### config.mk
export PLATFORM = sky130hd
export DESIGN_NAME = serial_adder_ctrl
export DESIGN_NICKNAME = d
export VERILOG_FILES = /design/src/rtl/serial_adder_pkg.sv /design/src/rtl/full_adder.sv /design/src/rtl/serial_adder_ctrl.sv
export SDC_FILE = /design/constraint.sdc
export NUM_CORES = 1
export LEC_CHECK = 0
export CORE_UTILIZATION = 50
export DETAILED_ROUTE_END_ITERATION = 7
export PLACE_DENSITY_LB_ADDON = 0.3
export SYNTH_ARGS = -nofsm -noshare
export SYNTH_HDL_FRONTEND = slang
export SYNTH_SLANG_ARGS = --single-unit
### constraint.sdc
create_clock -name clk -period 1.65 [get_ports clk]
set_input_delay 0.33 -clock clk [delete_from_list [all_inputs] [get_ports clk]]
set_output_delay 0.33 -clock clk [all_outputs]
set_load 0.02 [all_outputs]
### src/rtl/serial_adder_pkg.sv
// Shared types and constants for the bit-serial add/subtract controller.
package serial_adder_pkg;

  localparam int unsigned WIDTH_DEFAULT = 8;

  typedef enum logic [1:0] {
    IDLE = 2'd0,
    RUN  = 2'd1,
    DONE = 2'd2
  } state_e;

  // Bit count for the per-bit step counter; never narrower than one bit.
  function automatic int unsigned cnt_width(input int unsigned w);
    return (w <= 2) ? 1 : $clog2(w);
  endfunction

endpackage

### src/rtl/full_adder.sv
// Single-bit combinational full adder cell.
module full_adder (
  output logic s,
  output logic c,
  input  logic a,
  input  logic b,
  input  logic cin
);

  always_comb begin
    s = a ^ b ^ cin;
    c = (a & b) | (a & cin) | (b & cin);
  end

endmodule

### src/rtl/serial_adder_ctrl.sv
// Bit-serial add/subtract controller: one full_adder reused over WIDTH cycles,
// operands in on a valid/ready handshake, result out on a valid/ready handshake.
module serial_adder_ctrl
  import serial_adder_pkg::*;
#(
  parameter int unsigned WIDTH = WIDTH_DEFAULT
) (
  input  logic             clk,
  input  logic             rst_n,
  input  logic             in_valid,
  output logic             in_ready,
  input  logic [WIDTH-1:0] a,
  input  logic [WIDTH-1:0] b,
  input  logic             sub,
  output logic             out_valid,
  input  logic             out_ready,
  output logic [WIDTH-1:0] sum,
  output logic             cout,
  output logic             overflow,
  output logic             busy
);

  localparam int unsigned     CW   = cnt_width(WIDTH);
  localparam logic [CW-1:0]   LAST = CW'(WIDTH - 1);

  state_e             state_q;
  logic [CW-1:0]      count_q;
  logic               carry_q;
  logic [WIDTH-1:0]   a_sh_q;
  logic [WIDTH-1:0]   b_sh_q;
  logic [WIDTH-1:0]   res_q;
  logic               cout_q;
  logic               ovf_q;
  logic               in_ready_q;
  logic               out_valid_q;
  logic               busy_q;

  logic               fa_s;
  logic               fa_c;

  full_adder u_fa (fa_s, fa_c, a_sh_q[0], b_sh_q[0], carry_q);

  always_ff @(posedge clk or negedge rst_n) begin
    if (!rst_n) begin
      state_q     <= IDLE;
      count_q     <= '0;
      carry_q     <= 1'b0;
      a_sh_q      <= '0;
      b_sh_q      <= '0;
      res_q       <= '0;
      cout_q      <= 1'b0;
      ovf_q       <= 1'b0;
      in_ready_q  <= 1'b1;
      out_valid_q <= 1'b0;
      busy_q      <= 1'b0;
    end else begin
      case (state_q)
        IDLE: begin
          if (in_valid) begin
            // Subtract as A + ~B + 1: invert B and seed the carry with 1.
            a_sh_q     <= a;
            b_sh_q     <= sub ? ~b : b;
            carry_q    <= sub;
            count_q    <= '0;
            state_q    <= RUN;
            in_ready_q <= 1'b0;
            busy_q     <= 1'b1;
          end
        end
        RUN: begin
          a_sh_q  <= a_sh_q >> 1;
          b_sh_q  <= b_sh_q >> 1;
          res_q   <= {fa_s, res_q[WIDTH-1:1]};
          carry_q <= fa_c;
          count_q <= count_q + 1'b1;
          if (count_q == LAST) begin
            // carry_q here is the carry into the MSB.
            ovf_q       <= carry_q ^ fa_c;
            cout_q      <= fa_c;
            out_valid_q <= 1'b1;
            state_q     <= DONE;
          end
        end
        DONE: begin
          if (out_ready) begin
            out_valid_q <= 1'b0;
            busy_q      <= 1'b0;
            in_ready_q  <= 1'b1;
            state_q     <= IDLE;
          end
        end
        default: begin
          out_valid_q <= 1'b0;
          busy_q      <= 1'b0;
          in_ready_q  <= 1'b1;
          state_q     <= IDLE;
        end
      endcase
    end
  end

  assign in_ready  = in_ready_q;
  assign out_valid = out_valid_q;
  assign busy      = busy_q;
  assign sum       = res_q;
  assign cout      = cout_q;
  assign overflow  = ovf_q;

endmodule

Word-level counts from Yosys, hierarchy flattened:

Cells that the tools add are included.

* word-level logic and storage cells: 57
* bits of input ports: 21
* bits in registers: 35
* output and inout port bits: 13

* multiplexer cells: 21
* bitwise logic cells: 11
* add/subtract/negate cells: 1
* reductions and logical operators: 7
* equality and inequality tests: 6

Operators by type and width (count)
* one-hot mux 8 bit (2 select lines): 2
* two-way mux 8 bit: 3
* one-hot mux 1 bit (3 select lines): 3
* AND reduction 3 bit: 3
* inverter 8 bit: 1
* two-way mux 1 bit: 6
* two-way mux 2 bit: 3
* inequality test 2 bit, second input constant: 3
* one-hot mux 2 bit (3 select lines): 1
* one-hot mux 3 bit (2 select lines): 1
* AND reduction 2 bit: 2
* adder 3 x 1 -> 3 bit, second input constant: 1
* bitwise AND 1 bit: 3
* == test 3 bit, second input constant: 1
* two-way mux 3 bit: 1
* XOR 1 bit: 3
* == test 2 x 1 -> 1 bit, second input constant: 1
* == test 2 bit, second input constant: 1
* zero test 2 bit: 1
* inverter 1 bit: 2
* bitwise OR 1 bit: 2
* one-hot mux 1 bit (2 select lines): 1
* nonzero test 2 bit: 1

Longest topological paths before layout:

* depth after elaboration: 4
* mapped depth: 6
* depth with buffers taken out: 5

Modules after synthesis:

From an unflattened synthesis, not the netlist that was laid out.

* cell total of the unflattened synthesis: 164
* area, all modules: 1629.1 sq um

By module, submodules not included
* serial_adder_ctrl: instances 1, cells each 163, sequential area each 877.1 sq um, area an instance 1609.0 sq um
* full_adder: instances 1, cells each 1, sequential area each 0.0 sq um, area an instance 20.0 sq um

Worst setup path before layout:

OpenSTA, ideal clock, no wires.

* path type: reg2reg
* start point: reg carry_q
* end point: reg ovf_q (netlist: overflow)
* path slack: 0.244 ns
* period minus slack after synthesis: 1.406 ns
* arrival: 1.281 ns
* stages on the path, launching flop included: 4
* cells stage by stage: dfrtp_1 > fa_1 > xor2_1 > mux2_2

* word-level cells in the longest chain between the ends: 4

Ends and longest elaborated chain
* start, declared: line serial_adder_ctrl.sv:28 `logic carry_q;`
* start signal, assigned: line serial_adder_ctrl.sv:63 `carry_q <= sub;`
* bitwise AND 1 bit: line full_adder.sv:12 `c = (a & b) | (a & cin) | (b & cin);`
* bitwise OR 1 bit: line full_adder.sv:12
* bitwise OR 1 bit (*): line full_adder.sv:12
* via fa_c: line serial_adder_ctrl.sv:39 `logic fa_c;`
* XOR 1 bit (*): line serial_adder_ctrl.sv:78 `ovf_q <= carry_q ^ fa_c;`
* end signal, assigned: line serial_adder_ctrl.sv:78
* end, declared: line serial_adder_ctrl.sv:33 `logic ovf_q;`

Mark *: on every way through the listed nets, which the timed path passes. The rest lies on a longest branch.
A chain may end at the register's enable or synchronous reset.

Worst setup path after layout:

* start point: reg in_ready_q (netlist: in_ready)
* end point: out in_ready

RTL lines
* start, declared: line serial_adder_ctrl.sv:34 `logic in_ready_q;`
* start signal, assigned: line serial_adder_ctrl.sv:53 `in_ready_q <= 1'b1;`
* start signal, assigned: line serial_adder_ctrl.sv:66 `in_ready_q <= 1'b0;`
* start signal, assigned: line serial_adder_ctrl.sv:88 `in_ready_q <= 1'b1;`
* end, declared: line serial_adder_ctrl.sv:11 `output logic in_ready,`

No word-level cell between the ends.

==> metrics <==
Total Nets Final roughly 220; maximum fanout along the worst path 3; clock slew at the register clock pins of the worst setup and hold paths 0.10 ns; initial detailed-routing violation count 50; horizontal extent of the die 60.2 microns; cell taking the most area after synthesis dfrtp_1; synthesis-to-finish area growth 27.9%; setup slack on the worst flop-to-flop path ~0.16 ns; number of primary I/O pins 34; clock network fraction of design power 15.1%; antenna violations before repair 0; via density per instance 5.52; post-route ant nets 0; number of cells on the worst reg-to-reg path 3; commonest non-fill, non-tap cells in the layout dfrtp_1, clkdlybuf4s50_1, o21ai_0; final core occ 69.2%; Final Setup Violations 0; combinational power share about 43%; maximum clock rate 0.648 GHz; Cell Pwr Density 1620 mW/mm^2; final hold violation count 0; area inside the core boundary roughly 0.0031 sq mm; Setup Fix Bufs, Post-CTS 0; H-tree Lvls 2; fraction of layout cells with a size suffix above 1 15.5%; global route total overflow 0; Sw Pwr ~1300 uW; post-synthesis cell type count 29; DP HPWL between 2000 and 3000 microns; number of cells in the finished layout apart from fillers 238; relative max-transition margin 72.4%; Clock Root Buffer clkbuf_4; CP peak stage delay 0.55 ns; global-route wire length before repair 5690 microns; total buffers and inverters traversed by the critical path 1; switching share of power a little under two fifths; post-synthesis cell area between 0.0015 and 0.002 sq mm; path class of the lowest-slack min-delay path input port to asynchronous set/reset pin; Max-Cap Viols 0; sum of routed wire length over all layers 3450 microns; Yosys warning total 0; starting density of the core 54.1%; count of vias placed by the detailed router 1313; number of global-route vias before repair 1279; critical path capture point type output pin; Row Count 20; Ant. Diodes 0; crit path DAT roughly 1.2 ns; number of cells in the design after placement between 200 and 250; routability cong. between 0.7 and 0.8; count of unresolved DRC violations after routing 0; Post-Synthesis Mean Instance Area 11.0 sq um; Die ar. 0.00362 sq mm; Mapped Nets 178; launching element of the worst setup path in_ready; #FFs+latches synth 35; number of gates on the worst path with buffers counted 1; Sink Count 35; TritonCTS clock tree done; crit path kind register to output pin; Critical path destination in_ready; min setup slack post-route 0.107 ns; top-area cell type share of the netlist area 50.3%; cells along the critical path dlygate4sd2_1; result of the run complete, no violations; fraction of power consumed by sequential logic 42.1%; static power due to leakage 0.000988 uW; slew at the pin closest to its max-slew limit 0.413 ns; number of filler cells placed in the layout 246; critical register-to-register path endpoint overflow; data required time of the worst path about 1.3 ns; Die Y-Extent approximately 60 microns; Power, Total 3510 uW; largest net degree at the start of global routing 36; skew final between 0.007 and 0.008 ns; cell count after synthesis 154; drt wl/cell 14.5 microns; peak supply drop 814 uV; share of the clock period used by the worst path after layout 93.5%; number of buffers on the longest clock path 2; Port Buf Inserts 33; minimum setup slack after placement -0.0125 ns; total internal power about 2200 uW; number of iterations in the first detailed-routing pass 5; post-synthesis sequential area ratio between 50 and 60%; combined global-route utilization of all metal layers roughly 22%; Final Max Tran Viols 0; unrepaired setup endpoints after global routing no; clock latency on the worst-skew pair 0.33 ns; most common cell after layout, fill and taps aside dfrtp_1; crit path time final approximately 1.5 ns; startpoint type of the worst setup path register; top cell family by delay on the critical path flip-flops; Critical R2R Launch carry_q; Worst path slowest cell dfstp_2; synth top area cells dfrtp_1, mux2_2, a22oi_1; number of buffers inserted during clock tree synthesis 5
[cells by family after synthesis]
group | count (synthesis) | share of synthesized area (%)
flip-flops | 35 | 51.8
XOR/XNOR | 9 | 4.66
buffers and inverters | 18 | 5.18
adder cells (fa/ha/maj) | 3 | 2.66
AO/OA/AOI/OAI | 49 | 19.0
multiplexers | 12 | 7.91
AND/OR/NAND/NOR | 28 | 8.73
[Yosys cell counts (all sizes together)]
master,instances
inv,6
xnor2,7
o21bai,1
o32ai,3
mux2,11
nor2b,5
dfstp,1
and3b,2
mux2i,1
dfrtp,34
or3b,1
a221o,3
fa,1
o22a,1
o211ai,4
o22ai,1
clkbuf,3
a22oi,10
nor2,5
xor2,2
a22o,2
ha,2
o21ai,13
nand2,11
buf,9
and2b,4
a21oi,11
[state kept, by name, summed over array words and instances, names as in the netlist, 2 cells and up]
register,flops
b_sh_q,8
a_sh_q,8
state_q,2
sum,8
count_q,3
[layer usage]
layer / share of wire, % / vias to the layer above / GRT usage (%)
met5: 0 / - / 0
met4: 1.5 / 0 / 10.3
met3: 4.1 / 7 / 4.76
met2: 51 / 32 / 37.4
met1: 43 / 647 / 25.7
li1: - / 627 / -
[power by group through the flow]
stage	Clock, uW	Sequential, uW	Combinational (uW)
floorplan	0	1620	873
global placement	0	1480	1560
detailed placement	0	1510	1610
CTS	542	1480	1520
global route	580	1530	1660
finish	529	1480	1510
[what timing repair did]
| item | in CTS | in global routing |
|---|---|---|
| hold buffers | 0 | 0 |
| endpoints found under the hold margin | 0 | 0 |
| resized for setup | 12 | 1 |
| endpoints found under the setup margin | 12 | 1 |
[worst min path at each step]
stage,startpoint,depth (start not counted),slack [ns],end
after floorplan,rst_n,0,0.03,a_sh_q[0]
after global placement,a_sh_q[3],2,0.47,a_sh_q[3]
after detailed placement,a_sh_q[6],2,0.48,a_sh_q[6]
after CTS,rst_n,2,0.35,sum[5]
after global routing,rst_n,2,0.37,sum[6]
final,rst_n,2,0.34,b_sh_q[4]
[through the flow]
stage / cell area [sq um] / TNS [ns] / hold slack [ns]
2_1_floorplan: 1690 / 0 / 0.0344
3_3_place_gp: 2110 / 0 / 0.473
3_5_place_dp: 2110 / -0.0241 / 0.483
4_1_cts: 2160 / 0 / 0.347
5_1_grt: 2160 / 0 / 0.369
6_report: 2160 / 0 / 0.342
[area by class of cell]
cell class	count	area (sq um)	area share (%)
Sequential cell	35	877	40.5
Multi-Input combinational cell	101	727	33.6
Timing Repair Buffer	44	413	19.1
Clock buffer	8	68.8	3.18
Tap cell	44	55.1	2.54
Inverter	6	22.5	1.04
No activity file was read; power rests on OpenSTA's default activity.
